### src/rtl/nco_hop_if.sv
// Hop-scheduler bus: table config, sequence control, NCO handshake and status.
interface nco_hop_if #(
  parameter int unsigned APR = 32,
  parameter int unsigned AW  = 3,
  parameter int unsigned DWW = 16
);
  logic           cfg_we;
  logic [AW-1:0]  cfg_addr;
  logic [APR-1:0] cfg_data;
  logic [DWW-1:0] dwell;
  logic [AW-1:0]  last_idx;
  logic           start;
  logic           stop;
  logic           nco_valid;
  logic [APR-1:0] phi_inc_o;
  logic           nco_clken_o;
  logic           tone_valid;
  logic [AW-1:0]  hop_idx;
  logic           busy;
  logic           done;

  modport master (
    output cfg_we, cfg_addr, cfg_data, dwell, last_idx, start, stop, nco_valid,
    input  phi_inc_o, nco_clken_o, tone_valid, hop_idx, busy, done
  );

  modport slave (
    input  cfg_we, cfg_addr, cfg_data, dwell, last_idx, start, stop, nco_valid,
    output phi_inc_o, nco_clken_o, tone_valid, hop_idx, busy, done
  );
endinterface

### src/rtl/nco_hop_sched.sv
// Frequency-hop scheduler: steps an NCO through a phase-increment table with settle/dwell timing.
// Optional NCO_HOP_LOOP_EN: wrap to entry 0 after the last hop instead of returning to idle.
module nco_hop_sched #(
  parameter int unsigned APR = 32,
  parameter int unsigned AW  = 3,
  parameter int unsigned DWW = 16,
  parameter int unsigned LAT = 12
) (
  input logic     clk,
  input logic     reset,
  nco_hop_if.slave bus
);
  localparam int unsigned DEPTH = 2 ** AW;
  localparam int unsigned SW    = $clog2(LAT + 1);
  localparam int unsigned CW    = (DWW > SW) ? DWW : SW;

  typedef enum logic [1:0] {IDLE, SETTLE, RUN} state_t;

  state_t         state_q, state_d;
  logic [CW-1:0]  cnt_q, cnt_d;
  logic [AW-1:0]  hop_q, hop_d, last_q, last_d;
  logic [DWW-1:0] dwell_q, dwell_d, dwell_eff;
  logic [APR-1:0] phi_q, phi_d;
  logic           done_q, done_d;
  logic           clken_q, tone_q, busy_q;
  logic           settle_exp, run_end;
  logic [APR-1:0] tbl [DEPTH];

  // Table is config-only storage: no reset, writes locked out while sequencing
  always_ff @(posedge clk) begin
    if (bus.cfg_we && !busy_q) tbl[bus.cfg_addr] <= bus.cfg_data;
  end

  assign dwell_eff  = (dwell_q == '0) ? DWW'(1) : dwell_q;
  assign settle_exp = (cnt_q >= CW'(LAT - 1));
  assign run_end    = (cnt_q == CW'(dwell_eff - DWW'(1)));

  always_comb begin
    state_d = state_q;
    cnt_d   = cnt_q;
    hop_d   = hop_q;
    last_d  = last_q;
    dwell_d = dwell_q;
    phi_d   = phi_q;
    done_d  = 1'b0;
    case (state_q)
      IDLE: begin
        if (bus.start && !bus.stop) begin
          state_d = SETTLE;
          cnt_d   = '0;
          hop_d   = '0;
          phi_d   = tbl[AW'(0)];
          dwell_d = bus.dwell;
          last_d  = bus.last_idx;
        end
      end
      SETTLE: begin
        // Settle counter saturates at expiry and then waits on nco_valid
        if (bus.stop) begin
          state_d = IDLE;
        end else if (settle_exp && bus.nco_valid) begin
          state_d = RUN;
          cnt_d   = '0;
        end else if (!settle_exp) begin
          cnt_d = cnt_q + CW'(1);
        end
      end
      RUN: begin
        if (bus.stop) begin
          state_d = IDLE;
        end else if (run_end) begin
          cnt_d = '0;
          if (hop_q != last_q) begin
            state_d = SETTLE;
            hop_d   = hop_q + AW'(1);
            phi_d   = tbl[hop_q + AW'(1)];
          end else begin
            done_d = 1'b1;
`ifdef NCO_HOP_LOOP_EN
            state_d = SETTLE;
            hop_d   = '0;
            phi_d   = tbl[AW'(0)];
`else
            state_d = IDLE;
`endif
          end
        end else begin
          cnt_d = cnt_q + CW'(1);
        end
      end
      default: state_d = IDLE;
    endcase
  end

  // Status flags are registered from the next state so they track state_q exactly
  always_ff @(posedge clk or posedge reset) begin
    if (reset) begin
      state_q <= IDLE;
      cnt_q   <= '0;
      hop_q   <= '0;
      last_q  <= '0;
      dwell_q <= '0;
      phi_q   <= '0;
      done_q  <= 1'b0;
      clken_q <= 1'b0;
      tone_q  <= 1'b0;
      busy_q  <= 1'b0;
    end else begin
      state_q <= state_d;
      cnt_q   <= cnt_d;
      hop_q   <= hop_d;
      last_q  <= last_d;
      dwell_q <= dwell_d;
      phi_q   <= phi_d;
      done_q  <= done_d;
      clken_q <= (state_d != IDLE);
      tone_q  <= (state_d == RUN);
      busy_q  <= (state_d != IDLE);
    end
  end

  assign bus.phi_inc_o   = phi_q;
  assign bus.nco_clken_o = clken_q;
  assign bus.tone_valid  = tone_q;
  assign bus.hop_idx     = hop_q;
  assign bus.busy        = busy_q;
  assign bus.done        = done_q;
endmodule

### src/flat_wrapper.sv
// flat-port wrapper written by rule: the top's interface ports become plain ports
module nco_hop_sched_flat 
#(
  parameter int unsigned APR = 32,
  parameter int unsigned AW  = 3,
  parameter int unsigned DWW = 16,
  parameter int unsigned LAT = 12
)
  (clk, reset, bus_cfg_we, bus_cfg_addr, bus_cfg_data, bus_dwell, bus_last_idx, bus_start, bus_stop, bus_nco_valid, bus_phi_inc_o, bus_nco_clken_o, bus_tone_valid, bus_hop_idx, bus_busy, bus_done);
  nco_hop_if #(.APR(APR), .AW(AW), .DWW(DWW)) bus_i ();
  input logic clk;
  input logic reset;
  input wire logic [$bits(bus_i.cfg_we)-1:0] bus_cfg_we;
  input wire logic [$bits(bus_i.cfg_addr)-1:0] bus_cfg_addr;
  input wire logic [$bits(bus_i.cfg_data)-1:0] bus_cfg_data;
  input wire logic [$bits(bus_i.dwell)-1:0] bus_dwell;
  input wire logic [$bits(bus_i.last_idx)-1:0] bus_last_idx;
  input wire logic [$bits(bus_i.start)-1:0] bus_start;
  input wire logic [$bits(bus_i.stop)-1:0] bus_stop;
  input wire logic [$bits(bus_i.nco_valid)-1:0] bus_nco_valid;
  output wire logic [$bits(bus_i.phi_inc_o)-1:0] bus_phi_inc_o;
  output wire logic [$bits(bus_i.nco_clken_o)-1:0] bus_nco_clken_o;
  output wire logic [$bits(bus_i.tone_valid)-1:0] bus_tone_valid;
  output wire logic [$bits(bus_i.hop_idx)-1:0] bus_hop_idx;
  output wire logic [$bits(bus_i.busy)-1:0] bus_busy;
  output wire logic [$bits(bus_i.done)-1:0] bus_done;
  assign bus_i.cfg_we = bus_cfg_we;
  assign bus_i.cfg_addr = bus_cfg_addr;
  assign bus_i.cfg_data = bus_cfg_data;
  assign bus_i.dwell = bus_dwell;
  assign bus_i.last_idx = bus_last_idx;
  assign bus_i.start = bus_start;
  assign bus_i.stop = bus_stop;
  assign bus_i.nco_valid = bus_nco_valid;
  assign bus_phi_inc_o = bus_i.phi_inc_o;
  assign bus_nco_clken_o = bus_i.nco_clken_o;
  assign bus_tone_valid = bus_i.tone_valid;
  assign bus_hop_idx = bus_i.hop_idx;
  assign bus_busy = bus_i.busy;
  assign bus_done = bus_i.done;
  nco_hop_sched #(.APR(APR), .AW(AW), .DWW(DWW), .LAT(LAT)) u_core (.clk(clk), .reset(reset), .bus(bus_i));
endmodule
### config.mk
export PLATFORM = sky130hd
export DESIGN_NAME = nco_hop_sched_flat
export DESIGN_NICKNAME = d
export VERILOG_FILES = /design/src/rtl/nco_hop_if.sv /design/src/rtl/nco_hop_sched.sv /design/src/flat_wrapper.sv
export SDC_FILE = /design/constraint.sdc
export NUM_CORES = 1
export LEC_CHECK = 0
export ABC_CLOCK_PERIOD_IN_PS = 3800
export CORE_AREA = 2 2 166 168
export DETAILED_ROUTE_END_ITERATION = 6
export DIE_AREA = 0 0 168 170
export PLACE_DENSITY = 0.75
export REMOVE_ABC_BUFFERS = 1
export SYNTH_ARGS = -nofsm -noshare
export SYNTH_HDL_FRONTEND = slang
export SYNTH_SLANG_ARGS = --single-unit
### constraint.sdc
create_clock -name clk -period 3.8 [get_ports clk]
set_clock_uncertainty 0.15 [all_clocks]
set_input_delay 1.14 -clock clk [delete_from_list [all_inputs] [get_ports clk]]
set_output_delay 1.14 -clock clk [all_outputs]
set_load 0.05 [all_outputs]
Word level (Yosys, flattened, before mapping)
Memory sizes are Yosys's and may differ from the RTL's.
Index checks and enable logic that the tools add are counted.
W data, S select, Z words.
{"block": "classes", "eq_ne": 11, "n_mux": 31, "reduce_logical": 13, "n_lt_le_gt_ge": 1, "n_addsub": 3}
{"op": "$mux W32", "n": 4}
{"op": "$mux W16", "n": 7}
{"op": "$pmux W32 S2", "n": 1}
{"op": "$pmux W16 S3", "n": 1}
{"op": "$add A16 B1 Y16 const B", "n": 1}
{"op": "$eq A16 B16 Y1", "n": 1}
{"op": "$ge A16 B4 Y1 const B", "n": 1}
{"op": "$logic_not A16 Y1", "n": 1}
{"op": "$sub A16 B1 Y16 const B", "n": 1}
{"op": "$mux W3", "n": 4}
{"op": "$mux W2", "n": 5}
{"op": "$reduce_and A5 Y1", "n": 2}
{"op": "$mux W1", "n": 7}
{"op": "$ne A2 B1 Y1 const B", "n": 3}
{"op": "$pmux W2 S3", "n": 1}
{"op": "$pmux W3 S2", "n": 1}
{"op": "$eq A2 B2 Y1 const B", "n": 2}
{"op": "$ne A2 B2 Y1 const B", "n": 2}
{"op": "$reduce_bool A2 Y1", "n": 2}
{"op": "$add A3 B1 Y3 const B", "n": 1}
{"op": "$logic_and A1 B1 Y1", "n": 3}
{"op": "$ne A3 B3 Y1", "n": 1}
{"op": "$ne A3 B3 Y1 const B", "n": 1}
{"op": "$reduce_bool A3 Y1", "n": 1}
{"op": "4 further kinds", "n": 5}
{"block": "word_totals", "mem_count": 1, "mem_bits_rw": 256, "in_bits": 60, "reg_bits": 75, "wordCells": 69}
{"memory": "u_core.tbl", "depth": 8, "width": 32, "rd": 2, "rd_clocked_by_memory_dff": 0, "wr": 1, "line_no": "nco_hop_sched.sv:27", "text": "logic [APR-1:0] tbl [DEPTH];"}

Longest topological paths before layout
Gate-level depths: netlist of the first run.
{"block": "logic_depth", "depth_word": 8, "depth_mapped": 14, "mapped_depth_nobuf": 12}

Worst setup path before layout of the first run
No wires, ideal clock.
{"block": "synth_timing", "path_type": "input to register", "start": "in bus_cfg_addr[0]", "end": "mem u_core.tbl[0][0], enable pin", "arrival_time_ps": 3860, "setup_ps": 461, "required_ps": 3189, "slack_ps": -671, "path_buffers": 0, "stages": 2, "path_cell_list": "or3b_2 nor3_1"}
{"element": "start, declared", "line_no": "flat_wrapper.sv:14", "text": "input wire logic [$bits(bus_i.cfg_addr)-1:0] bus_cfg_addr;"}
{"element": "end, declared", "line_no": "nco_hop_sched.sv:27"}
No word-level cell before the write port.

Worst setup path after layout of the first run
{"block": "layout_timing", "start": "reg u_core.dwell_q[8]", "end": "reg u_core.phi_q[9] (netlist: u_core.bus.phi_inc_o[9])"}
{"block": "layout_between", "elab_chain_cells": 6}
{"element": "start, declared", "line_no": "nco_hop_sched.sv:22", "text": "logic [DWW-1:0] dwell_q, dwell_d, dwell_eff;"}
{"element": "start signal, assigned", "line_no": "nco_hop_sched.sv:113", "text": "dwell_q <= dwell_d;"}
{"element": "$logic_not A16 Y1", "line_no": "nco_hop_sched.sv:34", "text": "assign dwell_eff = (dwell_q == '0) ? DWW'(1) : dwell_q;"}
{"element": "$mux W16 *", "line_no": "nco_hop_sched.sv:34"}
{"element": "$sub A16 B1 Y16 *", "line_no": "nco_hop_sched.sv:36", "text": "assign run_end = (cnt_q == CW'(dwell_eff - DWW'(1)));"}
{"element": "$eq A16 B16 Y1 *", "line_no": "nco_hop_sched.sv:36"}
{"element": "$ne A2 B1 Y1 (no line) *"}
{"element": "$reduce_and A5 Y1 (no line) *"}
{"element": "end signal, assigned", "line_no": "nco_hop_sched.sv:114", "text": "phi_q <= phi_d;"}
{"element": "end, declared", "line_no": "nco_hop_sched.sv:23", "text": "logic [APR-1:0] phi_q, phi_d;"}
Every way passes the cells marked *; elsewhere a longest branch is shown, timed or not.
A chain may end at the register's enable or synchronous reset.

==> results of run 1 <==
-- cells in the final DEF (no fill, tap or decap), types with 4 or more instances in the layout --
master and instances:
sky130_fd_sc_hd__nor2_4 6, sky130_fd_sc_hd__clkdlybuf4s50_1 98, sky130_fd_sc_hd__xor2_1 12, sky130_fd_sc_hd__clkinv_2 6
sky130_fd_sc_hd__buf_4 42, sky130_fd_sc_hd__a21oi_1 44, sky130_fd_sc_hd__dfrtp_1 74, sky130_fd_sc_hd__mux4_2 64
sky130_fd_sc_hd__o21ai_0 6, sky130_fd_sc_hd__clkbuf_1 6, sky130_fd_sc_hd__nand3_1 16, sky130_fd_sc_hd__mux2_2 19
sky130_fd_sc_hd__buf_12 7, sky130_fd_sc_hd__clkinvlp_4 4, sky130_fd_sc_hd__nor2_1 54, sky130_fd_sc_hd__o211ai_1 4
sky130_fd_sc_hd__nand4_1 6, sky130_fd_sc_hd__mux2_4 32, sky130_fd_sc_hd__mux2i_1 34, sky130_fd_sc_hd__nor4_1 8
sky130_fd_sc_hd__nor3_1 8, sky130_fd_sc_hd__and3_1 5, sky130_fd_sc_hd__nand2_1 14, sky130_fd_sc_hd__edfxtp_1 256
sky130_fd_sc_hd__nor3_2 4, sky130_fd_sc_hd__ha_1 4, sky130_fd_sc_hd__inv_1 12, sky130_fd_sc_hd__clkbuf_8 7
sky130_fd_sc_hd__clkbuf_16 39, sky130_fd_sc_hd__nand2b_1 8, sky130_fd_sc_hd__xnor2_1 18
-- per-stage QoR --
stage	power [µW]	hold WS, ns
floorplan	6260	0.351
global placement	7190	0.331
detailed placement	7240	0.338
CTS	10800	0.361
global route	11300	0.386
finish	10900	0.364
-- cells by family (layout without fill, tap and decap cells) --
family / Yosys count / after routing / synth area share (%)
flip-flops: 331 / 331 / 68.4
AND/OR/NAND/NOR: 162 / 162 / 6.24
multiplexers: 150 / 150 / 17.7
AO/OA/AOI/OAI: 79 / 79 / 3.44
buffers and inverters: 54 / 230 / 1.67
XOR/XNOR: 31 / 31 / 1.94
adder cells (fa/ha/maj): 7 / 7 / 0.626
other: 0 / 3 / 0
-- registers in the layout, summed over array words and instances, names as in the netlist --
| register | flops |
|---|---|
| u_core.bus.done | 1 |
| u_core.bus.hop_idx | 3 |
| u_core.bus.nco_clken_o | 1 |
| u_core.bus.phi_inc_o | 32 |
| u_core.bus.tone_valid | 1 |
| u_core.cnt_q | 16 |
| u_core.dwell_q | 16 |
| u_core.last_q | 3 |
| u_core.state_q | 2 |
| u_core.tbl | 256 |
-- final timing paths --
check,startpoint,to,cells after the start,slack [ns]
worst max-delay path,u_core.dwell_q[8],u_core.bus.phi_inc_o[9],13,0.01
worst min-delay path,u_core.bus.phi_inc_o[30],u_core.bus.phi_inc_o[30],1,0.36
worst max register to register,u_core.dwell_q[8],u_core.bus.phi_inc_o[9],13,0.01
worst min register to register,u_core.bus.phi_inc_o[30],u_core.bus.phi_inc_o[30],1,0.36
max in group asynchronous,reset,u_core.cnt_q[0],3,1.84
min in group asynchronous,reset,u_core.bus.phi_inc_o[29],2,0.91
-- critical path: stages (launching register included) --
cell and delay [ns]:
sky130_fd_sc_hd__dfrtp_1 0.37, sky130_fd_sc_hd__or4_4 0.56, sky130_fd_sc_hd__nor3_4 0.15, sky130_fd_sc_hd__a41oi_2 0.15, sky130_fd_sc_hd__ha_2 0.25, sky130_fd_sc_hd__nor4b_4 0.16
sky130_fd_sc_hd__or3_4 0.39, sky130_fd_sc_hd__a32oi_1 0.20, sky130_fd_sc_hd__nand4_1 0.15, sky130_fd_sc_hd__buf_4 0.18, sky130_fd_sc_hd__nor3_4 0.20, sky130_fd_sc_hd__o21ai_4 0.19
sky130_fd_sc_hd__clkbuf_16 0.24, sky130_fd_sc_hd__mux2_4 0.31
-- cell type report --
cell class                 count  area (µm²)  share of cell area, %
antenna                        3        7.51                 0.0437
timing repair buffer         151        1500                   8.75
inverter                      13        50.0                  0.292
clock inverter                16         199                   1.16
clock buffer                  50        1040                   6.09
sequential                   331        9570                   55.7
tap                          341         427                   2.49
multi-input combinational    429        4370                   25.4
-- per-layer routing --
layer | routed length (µm) | up-vias
met3 | 1990 | 57
met5 | 0 | -
met2 | 15600 | 326
li1 | - | 3495
met4 | 788 | 0
met1 | 12800 | 4002
-- repair_timing --
item | in CTS | in global routing
setup buffers | 0 | 5
cloned | 0 | 4
hold buffers | 0 | 0
pin swaps | 2 | 7
resized for setup | 2 | 20
setup endpoints to repair | 44 | 53
-- where the power goes --
| group | internal [µW] | switching [µW] |
|---|---|---|
| combinational | 1190 | 1560 |
| clock | 2150 | 1400 |
| sequential | 4310 | 289 |
| total | 7650 | 3250 |
==> insert_results.sql, run 1 <==
INSERT INTO impl_metrics (metric_group, metric, value, unit) VALUES
('sta', 'time_the_worst_path_needs_with_i_o_delays_and_setup', '3.79', 'ns'),
('critical_path', 'critPathRequiredTime', '4.05', 'ns'),
('sta', 'grt_setup_unrepaired', 'true', ''),
('yosys', 'number_of_enable_flip_flop_cells_after_synthesis', '256', ''),
('finish', 'final_design_area_no_fill', '17200', 'µm²'),
('yosys', 'synth-async-reset-ratio', '22.7', '%'),
('finish', 'final_layout_size_suffix_gt1_share', '26.6', '%'),
('placement', 'detailed_place.area', '15700', 'µm²'),
('finish', 'fin_nets', '1029', ''),
('sta', 'setup-violations-final', '0', ''),
('floorplanning', 'die_h', '170', 'µm'),
('grt', 'use_met1', '28.6', '%'),
('sta', 'timing.final.hold_violations', '0', ''),
('run', 'max_cap_viol_count', '0', ''),
('placement', 'detailedPlace.worstSlack', '-0.0491', 'ns'),
('floorplanning', 'floorplan.initialDensity', '52.5', '%'),
('yosys', 'flip_flop_cell_with_the_highest_count_after_synthesis', 'sky130_fd_sc_hd__edfxtp_1', ''),
('grt', 'grt_start_max_net_pins', '71', ''),
('yosys', 'syn-mean-instance-area', '17.2', 'µm²'),
('clock_tree', 'clkSlewWorstSetupHoldPaths', '0.06', 'ns'),
('sta', 'post-route-worst-setup-slack', '0.0121', 'ns'),
('critical_path', 'worst-path-max-fanout', '8', ''),
('placement', 'place.port_buffers', '98', ''),
('floorplanning', 'placeableCoreArea', '26700', 'µm²'),
('detailed_routing', 'drt-wirelength-per-cell', '23.3', 'µm'),
('min_path', 'min-delay-path-class', 'register to register', ''),
('clock_tree', 'tritoncts_num_sinks', '331', ''),
('grt', 'grt-busiest-layer', 'met2', ''),
('floorplanning', 'dieWidth', '168', 'µm'),
('grt', 'grt.met2_usage', '37.8', '%'),
('run_status', 'status', 'finished clean', ''),
('critical_path', 'timing.setup.critical_path_class', 'register to register', ''),
('clock_tree', 'cts_buffers', '36', ''),
('clock_tree', 'root_buffer', 'sky130_fd_sc_hd__clkbuf_16', ''),
('critical_path', 'arrival', '4.04', 'ns'),
('power_and_ir_drop', 'power_density', '635', 'nW/µm²'),
('yosys', 'ys_top_cells_by_count', 'sky130_fd_sc_hd__edfxtp_1, sky130_fd_sc_hd__dfrtp_1, sky130_fd_sc_hd__mux4_2', ''),
('placement', 'place.detailed.instances', '1256', ''),
('sta', 'achievable-frequency', '264', 'MHz'),
('grt', 'via_count_of_the_first_global_routing_pass', '8203', ''),
('grt', 'grt_antenna_before_repair', '2', ''),
('finish', 'filler_cell_count', '1793', ''),
('grt', 'grt_overflow', '0', ''),
('sta', 'slew_headroom', '44.6', '%'),
('finish', 'area_growth', '22.7', '%'),
('grt', 'grt_pass1_wl', '47.0', 'mm'),
('yosys', 'yosys.cell_count.top_type', 'sky130_fd_sc_hd__edfxtp_1', ''),
('yosys', 'post-synth-top-area-cell', 'sky130_fd_sc_hd__edfxtp_1', ''),
('clock_tree', 'cts_max_level', '2', ''),
('clock_tree', 'insertion_delay', '0.52', 'ns'),
('yosys', 'syn_area', '14000', 'µm²'),
('detailed_routing', 'ant_nets', '0', ''),
('yosys', 'top_cells_by_area_synth', 'sky130_fd_sc_hd__edfxtp_1, sky130_fd_sc_hd__dfrtp_1, sky130_fd_sc_hd__mux4_2', ''),
('sta', 'actual_slew_at_the_worst_max_slew_pin', '0.830', 'ns'),
('critical_path', 'end_kind', 'register', ''),
('yosys', 'synth_seq_area_share', '68.4', '%'),
('detailed_routing', 'router_iterations_before_antenna_repair', '5', ''),
('sta', 'timing_max_transition_violations_final', '0', ''),
('detailed_routing', 'drc', '0', ''),
('clock_tree', 'worst_case_clock_buffer_depth', '3', ''),
('floorplanning', 'io-pin-count', '99', ''),
('grt', 'grt_use_total', '21.9', '%'),
('placement', 'gpl.final_weighted_congestion', '0.814', ''),
('sta', 'fin_setup_tns', '0', 'ns'),
('yosys', 'synthesis.yosys.warnings', '0', ''),
('detailed_routing', 'drtIter0Drc', '704', ''),
('detailed_routing', 'drt-vias-per-instance', '5.91', ''),
('yosys', 'yosys.area.top_type_share', '55.0', '%'),
('finish', 'final-instance-count-excl-fill', '1334', ''),
('yosys', 'synth.ff_latch_count', '331', ''),
('sta', 'finalCritPeriodShare', '99.7', '%');
Note: power is estimated with default switching activity, not from simulation.
==> run 2: changes to the inputs <==
--- a/config.mk
+++ b/config.mk
@@ -6,9 +6,10 @@
 export NUM_CORES = 1
 export LEC_CHECK = 0
 export ABC_CLOCK_PERIOD_IN_PS = 3800
-export CORE_AREA = 2 2 166 168
+export CORE_AREA = 4 4 168 170
+export CTS_CLUSTER_SIZE = 40
 export DETAILED_ROUTE_END_ITERATION = 6
-export DIE_AREA = 0 0 168 170
+export DIE_AREA = 0 0 172 174
 export PLACE_DENSITY = 0.75
 export REMOVE_ABC_BUFFERS = 1
 export SYNTH_ARGS = -nofsm -noshare
==> insert_results.sql, run 2 (synthesized netlist as in run 1, its figures left out) <==
INSERT INTO impl_metrics (metric_group, metric, value, unit) VALUES
('finish', 'register_area', '9570', 'µm²'),
('sta', 'timing_max_transition_violations_final', '0', ''),
('grt', 'grt_antenna_before_repair', '2', ''),
('placement', 'place.detailed.instances', '1251', ''),
('critical_path', 'timing.setup.critical_path_class', 'register to register', ''),
('finish', 'top_register', 'u_core.tbl', ''),
('finish', 'final_layout_size_suffix_gt1_share', '24.3', '%'),
('grt', 'grt_start_max_net_pins', '65', ''),
('finish', 'area_growth', '21.3', '%'),
('placement', 'gpl.final_weighted_congestion', '0.857', ''),
('clock_tree', 'cts_tree', 'built', ''),
('detailed_routing', 'drt-vias-per-instance', '5.89', ''),
('sta', 'fin_setup_tns', '0', 'ns'),
('detailed_routing', 'drc', '0', ''),
('power_and_ir_drop', 'power_report.internal_total', '7260', 'µW'),
('sta', 'time_the_worst_path_needs_with_i_o_delays_and_setup', '3.79', 'ns'),
('clock_tree', 'tritoncts_num_sinks', '331', ''),
('clock_tree', 'cts_max_level', '2', ''),
('floorplanning', 'die_h', '174', 'µm'),
('floorplanning', 'standard_cell_rows', '60', ''),
('finish', 'layout.cells.most_common_list', 'sky130_fd_sc_hd__edfxtp_1, sky130_fd_sc_hd__clkdlybuf4s50_1, sky130_fd_sc_hd__dfrtp_1, sky130_fd_sc_hd__mux4_2, sky130_fd_sc_hd__nor2_1', ''),
('floorplanning', 'die_area', '29900', 'µm²'),
('detailed_routing', 'drt-wirelength-per-cell', '22.9', 'µm'),
('sta', 'finalCritPeriodShare', '99.9', '%'),
('clock_tree', 'worst_case_clock_buffer_depth', '3', ''),
('floorplanning', 'dieWidth', '172', 'µm'),
('power_and_ir_drop', 'fin_total_pwr', '10500', 'µW'),
('grt', 'via_count_of_the_first_global_routing_pass', '8035', ''),
('finish', 'multi_input_comb_area', '4330', 'µm²'),
('sta', 'actual_slew_at_the_worst_max_slew_pin', '0.739', 'ns'),
('finish', 'final-instance-count-excl-fill', '1320', ''),
('detailed_routing', 'drtIter0Drc', '626', ''),
('critical_path', 'worst-path-max-fanout', '8', ''),
('detailed_routing', 'ant_nets', '0', ''),
('sta', 'achievable-frequency', '264', 'MHz'),
('run_status', 'status', 'finished clean', ''),
('sta', 'timing.final.hold_violations', '0', ''),
('power_and_ir_drop', 'cellLeakagePower', '0.00583', 'µW'),
('grt', 'grt_overflow', '0', ''),
('placement', 'place.port_buffers', '98', ''),
('finish', 'insertedDiodeCount', '0', ''),
('detailed_routing', 'drt_wl_total', '30.3', 'mm'),
('finish', 'filler_cell_count', '1882', ''),
('sta', 'slew_headroom', '50.7', '%'),
('clock_tree', 'clkSlewWorstSetupHoldPaths', '0.06', 'ns'),
('power_and_ir_drop', 'power_density', '618', 'nW/µm²'),
('run', 'max_cap_viol_count', '0', ''),
('finish', 'fin_nets', '1019', ''),
('floorplanning', 'io-pin-count', '99', ''),
('critical_path', 'end_kind', 'register', ''),
('sta', 'grt_setup_unrepaired', 'true', ''),
('finish', 'largest_register_ff_count', '256', ''),
('power_and_ir_drop', 'sw_frac_of_total', '30.8', '%'),
('placement', 'dp.final_hpwl', '17.4', 'mm'),
('clock_tree', 'insertion_delay', '0.52', 'ns'),
('power_and_ir_drop', 'seqPwrFrac', '43.9', '%'),
('clock_tree', 'cts_buffers', '35', ''),
('floorplanning', 'floorplan.initialDensity', '52.3', '%'),
('detailed_routing', 'route.vias.total', '7773', ''),
('clock_tree', 'root_buffer', 'sky130_fd_sc_hd__clkbuf_16', ''),
('min_path', 'min-delay-path-class', 'register to register', ''),
('power_and_ir_drop', 'ir_worst_vdd', '563', 'µV'),
('power_and_ir_drop', 'pwr-share-comb', '26.2', '%'),
('grt', 'grt_pass1_wl', '46.1', 'mm'),
('critical_path', 'critPathRequiredTime', '4.05', 'ns'),
('sta', 'setup-violations-final', '0', ''),
('power_and_ir_drop', 'power.switching', '3230', 'µW'),
('critical_path', 'startpoint_type', 'register', ''),
('finish', 'layout_commonest_cell', 'sky130_fd_sc_hd__edfxtp_1', ''),
('floorplanning', 'placeableCoreArea', '26700', 'µm²'),
('grt', 'grt_use_total', '20.1', '%'),
('critical_path', 'arrival', '4.04', 'ns'),
('power_and_ir_drop', 'p_clk_share', '29.9', '%'),
('detailed_routing', 'router_iterations_before_antenna_repair', '5', '');
run 2: per-layer routing:
| metal | share of wire, % | vias up | track usage [%] |
|---|---|---|---|
| met2 | 52 | 258 | 34.0 |
| li1 | - | 3479 | - |
| met1 | 41 | 3984 | 27.4 |
| met5 | 0.079 | - | 0 |
| met3 | 5.6 | 48 | 3.48 |
| met4 | 1.5 | 4 | 4.59 |
run 2: final cells by class:
type	instances	share of cell area, %
inverter	13	0.295
multi-input combinational	429	25.5
timing repair buffer	142	8.97
clock buffer	43	5.46
tap	341	2.51
sequential	331	56.4
clock inverter	21	0.885
run 2: worst paths after layout:
| path | start | end | slack (ns) | depth (start not counted) |
|---|---|---|---|---|
| setup / recovery | u_core.dwell_q[11] | u_core.bus.phi_inc_o[28] | 0.005 | 14 |
| hold / removal | u_core.bus.phi_inc_o[1] | u_core.bus.phi_inc_o[1] | 0.34 | 1 |
| setup reg to reg | u_core.dwell_q[11] | u_core.bus.phi_inc_o[28] | 0.005 | 14 |
| hold reg to reg | u_core.bus.phi_inc_o[1] | u_core.bus.phi_inc_o[1] | 0.34 | 1 |
| max in group asynchronous | reset | u_core.bus.hop_idx[0] | 1.99 | 3 |
| min in group asynchronous | reset | u_core.bus.phi_inc_o[31] | 0.83 | 2 |
run 2: per-stage QoR:
| step | util [%] | hold WS, ns | setup WS, ns | cell area, µm² |
|---|---|---|---|---|
| floorplan | - | 0.351 | -2.80 | 13800 |
| global placement | 59.0 | 0.334 | 0.0504 | 15800 |
| detailed placement | 59.0 | 0.334 | -0.0353 | 15800 |
| CTS | 63.0 | 0.347 | 0.0155 | 16800 |
| global route | 63.5 | 0.375 | -0.114 | 17000 |
| finish | 63.5 | 0.341 | 0.00542 | 17000 |
run 2: worst max-delay path: stages (launching register included):
cell and delay (ns):
sky130_fd_sc_hd__dfrtp_1 0.37, sky130_fd_sc_hd__or4_4 0.58, sky130_fd_sc_hd__nor3_4 0.17, sky130_fd_sc_hd__a41oi_2 0.16, sky130_fd_sc_hd__ha_2 0.25, sky130_fd_sc_hd__nor4b_4 0.16, sky130_fd_sc_hd__a21boi_2 0.20, sky130_fd_sc_hd__o211ai_1 0.10
sky130_fd_sc_hd__nand3b_1 0.12, sky130_fd_sc_hd__or3b_4 0.41, sky130_fd_sc_hd__nor3_4 0.26, sky130_fd_sc_hd__o21ai_4 0.10, sky130_fd_sc_hd__buf_12 0.16, sky130_fd_sc_hd__clkbuf_16 0.18, sky130_fd_sc_hd__mux2_4 0.30
run 2: power groups by stage:
stage,clock [µW],combinational [µW],sequential [µW]
global placement,0,2580,4660
global route,3380,2900,4640
finish,3140,2750,4600
floorplan,0,983,5270
detailed placement,0,2630,4660
CTS,3200,2650,4600
run 2: what timing repair did:
action,4_1_cts,5_1_grt
pin swaps,3,11
cloned,0,2
buffers inserted,0,3
hold endpoints to repair,0,0
setup endpoints to repair,37,52
hold buffers,0,0
resized for setup,0,11
